<file path="src/rtl/microseq.sv">
// microseq: microcode sequencer. A registered micro-program counter addresses an external
// microcode ROM. Each microword runs for two cycles: a setup cycle (phase 0) and a commit
// cycle (phase 1). At commit, the next-address control (NAC) field picks the next uPC.
//
// Microword layout: [UW-1:AW+4] control, [AW+3] BRK, [AW+2:AW] NAC, [AW-1:0] NA.
//
// Optional feature macro: MICROSEQ_BREAK_EN enables the BRK bit, the BRK state, cont_i and brk_o.
// When it is undefined, the BRK bit is ignored, cont_i is unused and brk_o is tied to 0.
//
// Ports:
//   clk          clock; all state changes on its rising edge
//   reset        synchronous, active-high reset
//   opcode_i     IR opcode, used by DISP
//   cond_i       flag condition, used by CJMP
//   ready_i      memory ready; WAITR holds phase 0 while it is low
//   irq_i        level interrupt request, sampled only on a FETCH commit
//   fault_i      level fault request; vectors to FAULT_VEC
//   cont_i       leave the BRK state
//   uword_i      ROM data, combinational from uaddr_o
//   uaddr_o      registered uPC
//   ctrl_o       control field; 0 in BRK or while reset is high
//   phase_o      0 = setup cycle, 1 = commit cycle
//   irq_ack_o    one-cycle pulse in the first cycle at IRQ_VEC
//   stack_err_o  sticky return-stack overflow/underflow flag
//   brk_o        high while in BRK
module microseq #(
  parameter int unsigned UW          = 48,
  parameter int unsigned AW          = 8,
  parameter int unsigned OPW         = 6,
  parameter int unsigned STACK_DEPTH = 4,
  parameter int unsigned RESET_VEC   = 0,
  parameter int unsigned IRQ_VEC     = 1,
  parameter int unsigned FETCH_VEC   = 2,
  parameter int unsigned FAULT_VEC   = 3,
  localparam int unsigned CW         = UW - AW - 4
) (
  input  logic           clk,
  input  logic           reset,
  input  logic [OPW-1:0] opcode_i,
  input  logic           cond_i,
  input  logic           ready_i,
  input  logic           irq_i,
  input  logic           fault_i,
  input  logic           cont_i,
  input  logic [UW-1:0]  uword_i,
  output logic [AW-1:0]  uaddr_o,
  output logic [CW-1:0]  ctrl_o,
  output logic           phase_o,
  output logic           irq_ack_o,
  output logic           stack_err_o,
  output logic           brk_o
);

  localparam int unsigned SpW = $clog2(STACK_DEPTH + 1);

  localparam logic [2:0] NacSeq   = 3'd0;
  localparam logic [2:0] NacJmp   = 3'd1;
  localparam logic [2:0] NacDisp  = 3'd2;
  localparam logic [2:0] NacCjmp  = 3'd3;
  localparam logic [2:0] NacCall  = 3'd4;
  localparam logic [2:0] NacRet   = 3'd5;
  localparam logic [2:0] NacWaitr = 3'd6;
  localparam logic [2:0] NacFetch = 3'd7;

  localparam logic [AW-1:0] ResetVec = AW'(RESET_VEC);
  localparam logic [AW-1:0] IrqVec   = AW'(IRQ_VEC);
  localparam logic [AW-1:0] FetchVec = AW'(FETCH_VEC);
  localparam logic [AW-1:0] FaultVec = AW'(FAULT_VEC);

  logic [AW-1:0]  upc_q, upc_d;
  logic           phase_q, phase_d;
  logic           irq_ack_q, irq_ack_d;
  logic           stack_err_q, stack_err_d;
  logic [SpW-1:0] sp_q, sp_d;
  // Shift-register stack: entry 0 is the top of stack.
  logic [AW-1:0]  stack_q [STACK_DEPTH];
  logic [AW-1:0]  stack_d [STACK_DEPTH];

  logic           in_brk;
  logic           brk_d;
  logic           brk_bit;
  logic           cont;

  logic [2:0]     nac;
  logic [AW-1:0]  na;
  logic [AW-1:0]  upc_inc;
  logic           commit;
  logic           stk_full;
  logic           stk_empty;
  logic           stk_fault;

  assign nac       = uword_i[AW+2:AW];
  assign na        = uword_i[AW-1:0];
  assign upc_inc   = upc_q + AW'(1);
  assign commit    = phase_q && !in_brk;
  assign stk_full  = (sp_q == SpW'(STACK_DEPTH));
  assign stk_empty = (sp_q == '0);
  assign stk_fault = commit && (((nac == NacCall) && stk_full) ||
                                ((nac == NacRet) && stk_empty));

`ifdef MICROSEQ_BREAK_EN
  localparam logic StRun = 1'b0;
  localparam logic StBrk = 1'b1;

  logic state_q, state_d;

  assign brk_bit = uword_i[AW+3];
  assign cont    = cont_i;
  assign in_brk  = (state_q == StBrk);

  always_comb begin
    state_d = brk_d ? StBrk : StRun;
  end

  always_ff @(posedge clk) begin
    if (reset) begin
      state_q <= StRun;
    end else begin
      state_q <= state_d;
    end
  end
`else
  logic unused_brk;

  assign brk_bit    = 1'b0;
  assign cont       = 1'b0;
  assign in_brk     = 1'b0;
  assign unused_brk = ^{cont_i, uword_i[AW+3], brk_d};
`endif

  // Priority: fault_i > stack error > BRK bit > NAC. Reset is handled in the flops.
  always_comb begin
    upc_d       = upc_q;
    phase_d     = phase_q;
    brk_d       = in_brk;
    irq_ack_d   = 1'b0;
    stack_err_d = stack_err_q;
    sp_d        = sp_q;
    stack_d     = stack_q;

    if (fault_i) begin
      upc_d   = FaultVec;
      phase_d = 1'b0;
      brk_d   = 1'b0;
      sp_d    = '0;
    end else if (stk_fault) begin
      upc_d       = FaultVec;
      phase_d     = 1'b0;
      brk_d       = 1'b0;
      sp_d        = '0;
      stack_err_d = 1'b1;
    end else if (in_brk) begin
      // phase_q is already 0 here, so execution resumes at the setup cycle.
      if (cont) begin
        brk_d = 1'b0;
      end
    end else if (!phase_q) begin
      if (!((nac == NacWaitr) && !ready_i)) begin
        phase_d = 1'b1;
      end
    end else begin
      phase_d = 1'b0;
      brk_d   = brk_bit;
      case (nac)
        NacSeq, NacWaitr: upc_d = upc_inc;
        NacJmp:           upc_d = na;
        NacDisp:          upc_d = na + AW'(opcode_i);
        NacCjmp:          upc_d = cond_i ? na : upc_inc;
        NacCall: begin
          upc_d      = na;
          sp_d       = sp_q + SpW'(1);
          stack_d[0] = upc_inc;
          for (int i = 1; i < int'(STACK_DEPTH); i++) begin
            stack_d[i] = stack_q[i-1];
          end
        end
        NacRet: begin
          upc_d = stack_q[0];
          sp_d  = sp_q - SpW'(1);
          for (int i = 0; i < int'(STACK_DEPTH) - 1; i++) begin
            stack_d[i] = stack_q[i+1];
          end
        end
        default: begin
          if (irq_i) begin
            upc_d     = IrqVec;
            irq_ack_d = 1'b1;
          end else begin
            upc_d = FetchVec;
          end
        end
      endcase
    end
  end

  always_ff @(posedge clk) begin
    if (reset) begin
      upc_q       <= ResetVec;
      phase_q     <= 1'b0;
      irq_ack_q   <= 1'b0;
      stack_err_q <= 1'b0;
      sp_q        <= '0;
    end else begin
      upc_q       <= upc_d;
      phase_q     <= phase_d;
      irq_ack_q   <= irq_ack_d;
      stack_err_q <= stack_err_d;
      sp_q        <= sp_d;
    end
  end

  // Stack contents need no reset; sp_q alone defines which entries are valid.
  always_ff @(posedge clk) begin
    stack_q <= stack_d;
  end

  assign uaddr_o     = upc_q;
  assign phase_o     = phase_q;
  assign irq_ack_o   = irq_ack_q;
  assign stack_err_o = stack_err_q;
  assign brk_o       = in_brk;
  assign ctrl_o      = (reset || in_brk) ? '0 : uword_i[UW-1:AW+4];

endmodule
</file>
<file path="config.mk">
export PLATFORM = sky130hd
export DESIGN_NAME = microseq
export DESIGN_NICKNAME = d
export VERILOG_FILES = /design/src/rtl/microseq.sv
export SDC_FILE = /design/constraint.sdc
export NUM_CORES = 1
export LEC_CHECK = 0
export ABC_AREA = 1
export CELL_PAD_IN_SITES_DETAIL_PLACEMENT = 1
export CELL_PAD_IN_SITES_GLOBAL_PLACEMENT = 2
export CORE_MARGIN = 10
export CORE_UTILIZATION = 25
export CTS_BUF_LIST = sky130_fd_sc_hd__clkbuf_4
export CTS_CLUSTER_SIZE = 16
export DETAILED_ROUTE_END_ITERATION = 8
export PLACE_DENSITY = 0.87
export RECOVER_POWER = 50
export SYNTH_ARGS = -nofsm -noshare
export SYNTH_HDL_FRONTEND = slang
export SYNTH_SLANG_ARGS = --single-unit
export TNS_END_PERCENT = 50
</file>
<file path="constraint.sdc">
create_clock -name clk -period 2.8 [get_ports clk]
set_clock_uncertainty 0.1 [all_clocks]
set_input_delay 0.56 -clock clk [delete_from_list [all_inputs] [get_ports clk]]
set_output_delay 0.56 -clock clk [all_outputs]
set_load 0.05 [all_outputs]
</file>
==> impl_metrics.ini, run 1 <==
[outcome]
status = finished, final reports clean

[sta]
setup_viol = 0
drv_slew = 0
period_share = 0.871
rsz0062_at_grt = false
finalHoldViolations = 0
max_slew_margin = 0.585
setup_tns_ps = 0
holdWs_ps = 378
fmax_mhz = 410
fin_crit_ps = 2440
worst_pin_slew_ps = 622

[die]
ios = 109
core_mm2 = 0.0116
rows = 39
die_area_mm2 = 0.0168
initial_core_util = 0.260
die-width_um = 130
fp.dieH_um = 130

[worst_setup_path]
worstPathArrival_ps = 2410
critPathSlowestCell = dlygate4sd3_1
cp-start-kind = input pin
crit_path_max_fanout = 24
cpMostUsedCell = nand2_1
crit_chain = dlygate4sd3_1, clkbuf_1, nor2_4, nand2_1, nand2_1, nand3_1, nand2_1, nor2_1, buf_12
worstPathRequired_ps = 2770
crit_path_end_kind = register
max_stage_delay_ps = 590
worstSetupPathType = input pin to register

[power_and_ir_drop]
finalPower_mw = 1.62
pwr_density_cell_mw_per_mm2 = 352
ir_worst_vdd_uv = 145
swShare = 0.332
intPower_mw = 1.08
switching_power_uw = 537
power.share.clock = 0.201
power.share.combinational = 0.339
p_leak_nw = 1.99
p_seq_frac = 0.461

[global_route]
met3_usage = 0.0816
use_met2 = 0.190
top_usage_layer = met2
gr-usage-all-layers = 0.116
grt_max_degree = 31
grt_pass1_vias = 3098
grt_pass1_wl_um = 15400
grt-ovfl-total = 0
use_met1 = 0.117
grt_antenna_before_repair = 3

[clock_tree]
cts_resized = 0
cts-hold-fix-buffers = 0
root_buffer = clkbuf_4
cts_tree = done
clkSinkCount = 46
clk_pin_slew_ps = 150
tritoncts.num_buffers = 5
htree_num_levels = 2
clockBufferDepth = 2
clk-insertion-delay-late_ps = 360
cts_setup_buffers = 0

[min_path]
hp-class = register to register

[place]
gp_congestion = 0.747
dp_cells = 635
io_buffers = 105
dp_hpwl_um = 8230

[finish]
fin_nets = 569
drive_gt1_frac = 0.154
fill_cells = 1366
stdcell_count = 646
area_delta_synth_final_pct = 52.8
postLayoutCoreUtil = 0.397

[routing]
wirelength_um = 9680
drc_errors = 0
drt_iter0_markers = 91
via_per_inst = 4.52
drtAntennaViolNets = 0
dr.pass1.iters = 4
routedWlPerCell_um = 15.0
vias = 2920

[logic_synthesis]
synth.distinct_cells = 42
synth_edf_count = 32
seq_area_frac_synth = 0.413
netlist_instances = 393
synth-async-reset-ratio = 0
yosys_warnings = 0
avgSynthCellArea_um2 = 7.64
synth_flop_cell = edfxtp_1
ys_ff_latch = 46
syn_nets = 463
synth_area_mm2 = 0.00300

[flow_run]
maxCapViolCount = 0
## power by group through the flow
stage	clock network (mW)	registers [mW]	logic (mW)
detailed placement	0	0.761	0.561
global placement	0	0.760	0.550
CTS	0.343	0.746	0.562
global route	0.367	0.747	0.595
finish	0.324	0.745	0.548
floorplan	0	0.777	0.275
## through the flow
step / setup slack [ps] / cell area, µm²
3_5_place_dp: 314 / 4550
5_1_grt: 221 / 4590
6_report: 360 / 4590
4_1_cts: 359 / 4610
2_1_floorplan: 88.7 / 3000
3_3_place_gp: 335 / 4550
## Yosys cell counts (4+ instances only)
master | count | share of area
a21oi_1 | 14 | 0.023
a21oi_2 | 4 | 0.012
o21ai_0 | 5 | 0.0083
nor2_1 | 56 | 0.070
inv_1 | 57 | 0.071
nand3_1 | 19 | 0.032
edfxtp_1 | 32 | 0.32
ha_1 | 7 | 0.029
nand4_1 | 5 | 0.010
buf_6 | 5 | 0.019
xor2_1 | 4 | 0.012
nand2_1 | 113 | 0.14
nand3b_1 | 5 | 0.013
o21ai_1 | 4 | 0.0067
dfxtp_1 | 14 | 0.093
## cell type report
class | instances | area, µm² | area share
Antenna cell | 3 | 7.51 | 0.00164
Clock buffer | 5 | 37.5 | 0.00818
Clock inverter | 3 | 21.3 | 0.00463
Inverter | 64 | 253 | 0.0551
Multi-Input combinational cell | 268 | 1370 | 0.297
Sequential cell | 46 | 1240 | 0.270
Tap cell | 143 | 179 | 0.0390
Timing Repair Buffer | 114 | 1490 | 0.324
## flip-flops by register name, indices dropped and copies added, names as in the netlist
register,count
irq_ack_o,1
phase_o,1
stack_err_o,1
sp_q,3
uaddr_o,8
stack_q,32
## logic make-up after synthesis
logic type,synth area share
other cells,0.00125
fa+ha+maj,0.0425
compound gates,0.0725
xor+xnor,0.0171
buf+inv,0.126
flops,0.413
simple gates,0.327
## path summary, 6_finish.rpt
| check | startpoint | to | slack [ps] | depth (start not counted) |
|---|---|---|---|---|
| setup reg to reg | phase_o | stack_q[17] | 990 | 6 |
| setup / recovery | uword_i[8] | stack_q[17] | 360 | 9 |
| hold reg to reg | stack_q[13] | stack_q[5] | 380 | 0 |
| hold / removal | stack_q[13] | stack_q[5] | 380 | 0 |
## placed cells by master (no fill, tap or decap), drive strengths merged
cell / netlist / routed
diode: 0 / 3
o21bai: 1 / 1
clkdlybuf4s50: 0 / 67
nor2: 58 / 58
nand3: 23 / 23
a22oi: 1 / 1
clkinvlp: 0 / 1
a21oi: 18 / 18
buf: 12 / 43
dfxtp: 14 / 14
nor3: 6 / 6
nand3b: 5 / 5
dlygate4sd3: 0 / 2
o211ai: 1 / 1
clkbuf: 3 / 7
ha: 7 / 7
inv: 64 / 64
clkinv: 0 / 2
nand4: 5 / 5
fa: 2 / 2
xor2: 5 / 5
nand2: 118 / 118
or2: 2 / 2
edfxtp: 32 / 32
conb: 1 / 1
o21ai: 12 / 12
a31oi: 3 / 3
## metal layers
metal / vias to the layer above / share of wire
met4: 0 / 0.010
met2: 106 / 0.45
met5: - / 0
li1: 1446 / -
met3: 7 / 0.14
met1: 1361 / 0.40
## critical path: cells and delay by family
kind | cells | cell delay (ps)
buf+inv | 3 | 1200
simple gates | 6 | 640
(Power assumes the default switching activity.)
==> run 2, diff against run 1 <==
- SLEW_MARGIN: default -> 40
==> results of run 2 <==
Same layout as run 1: the final DEF is identical, and so are final timing and power.
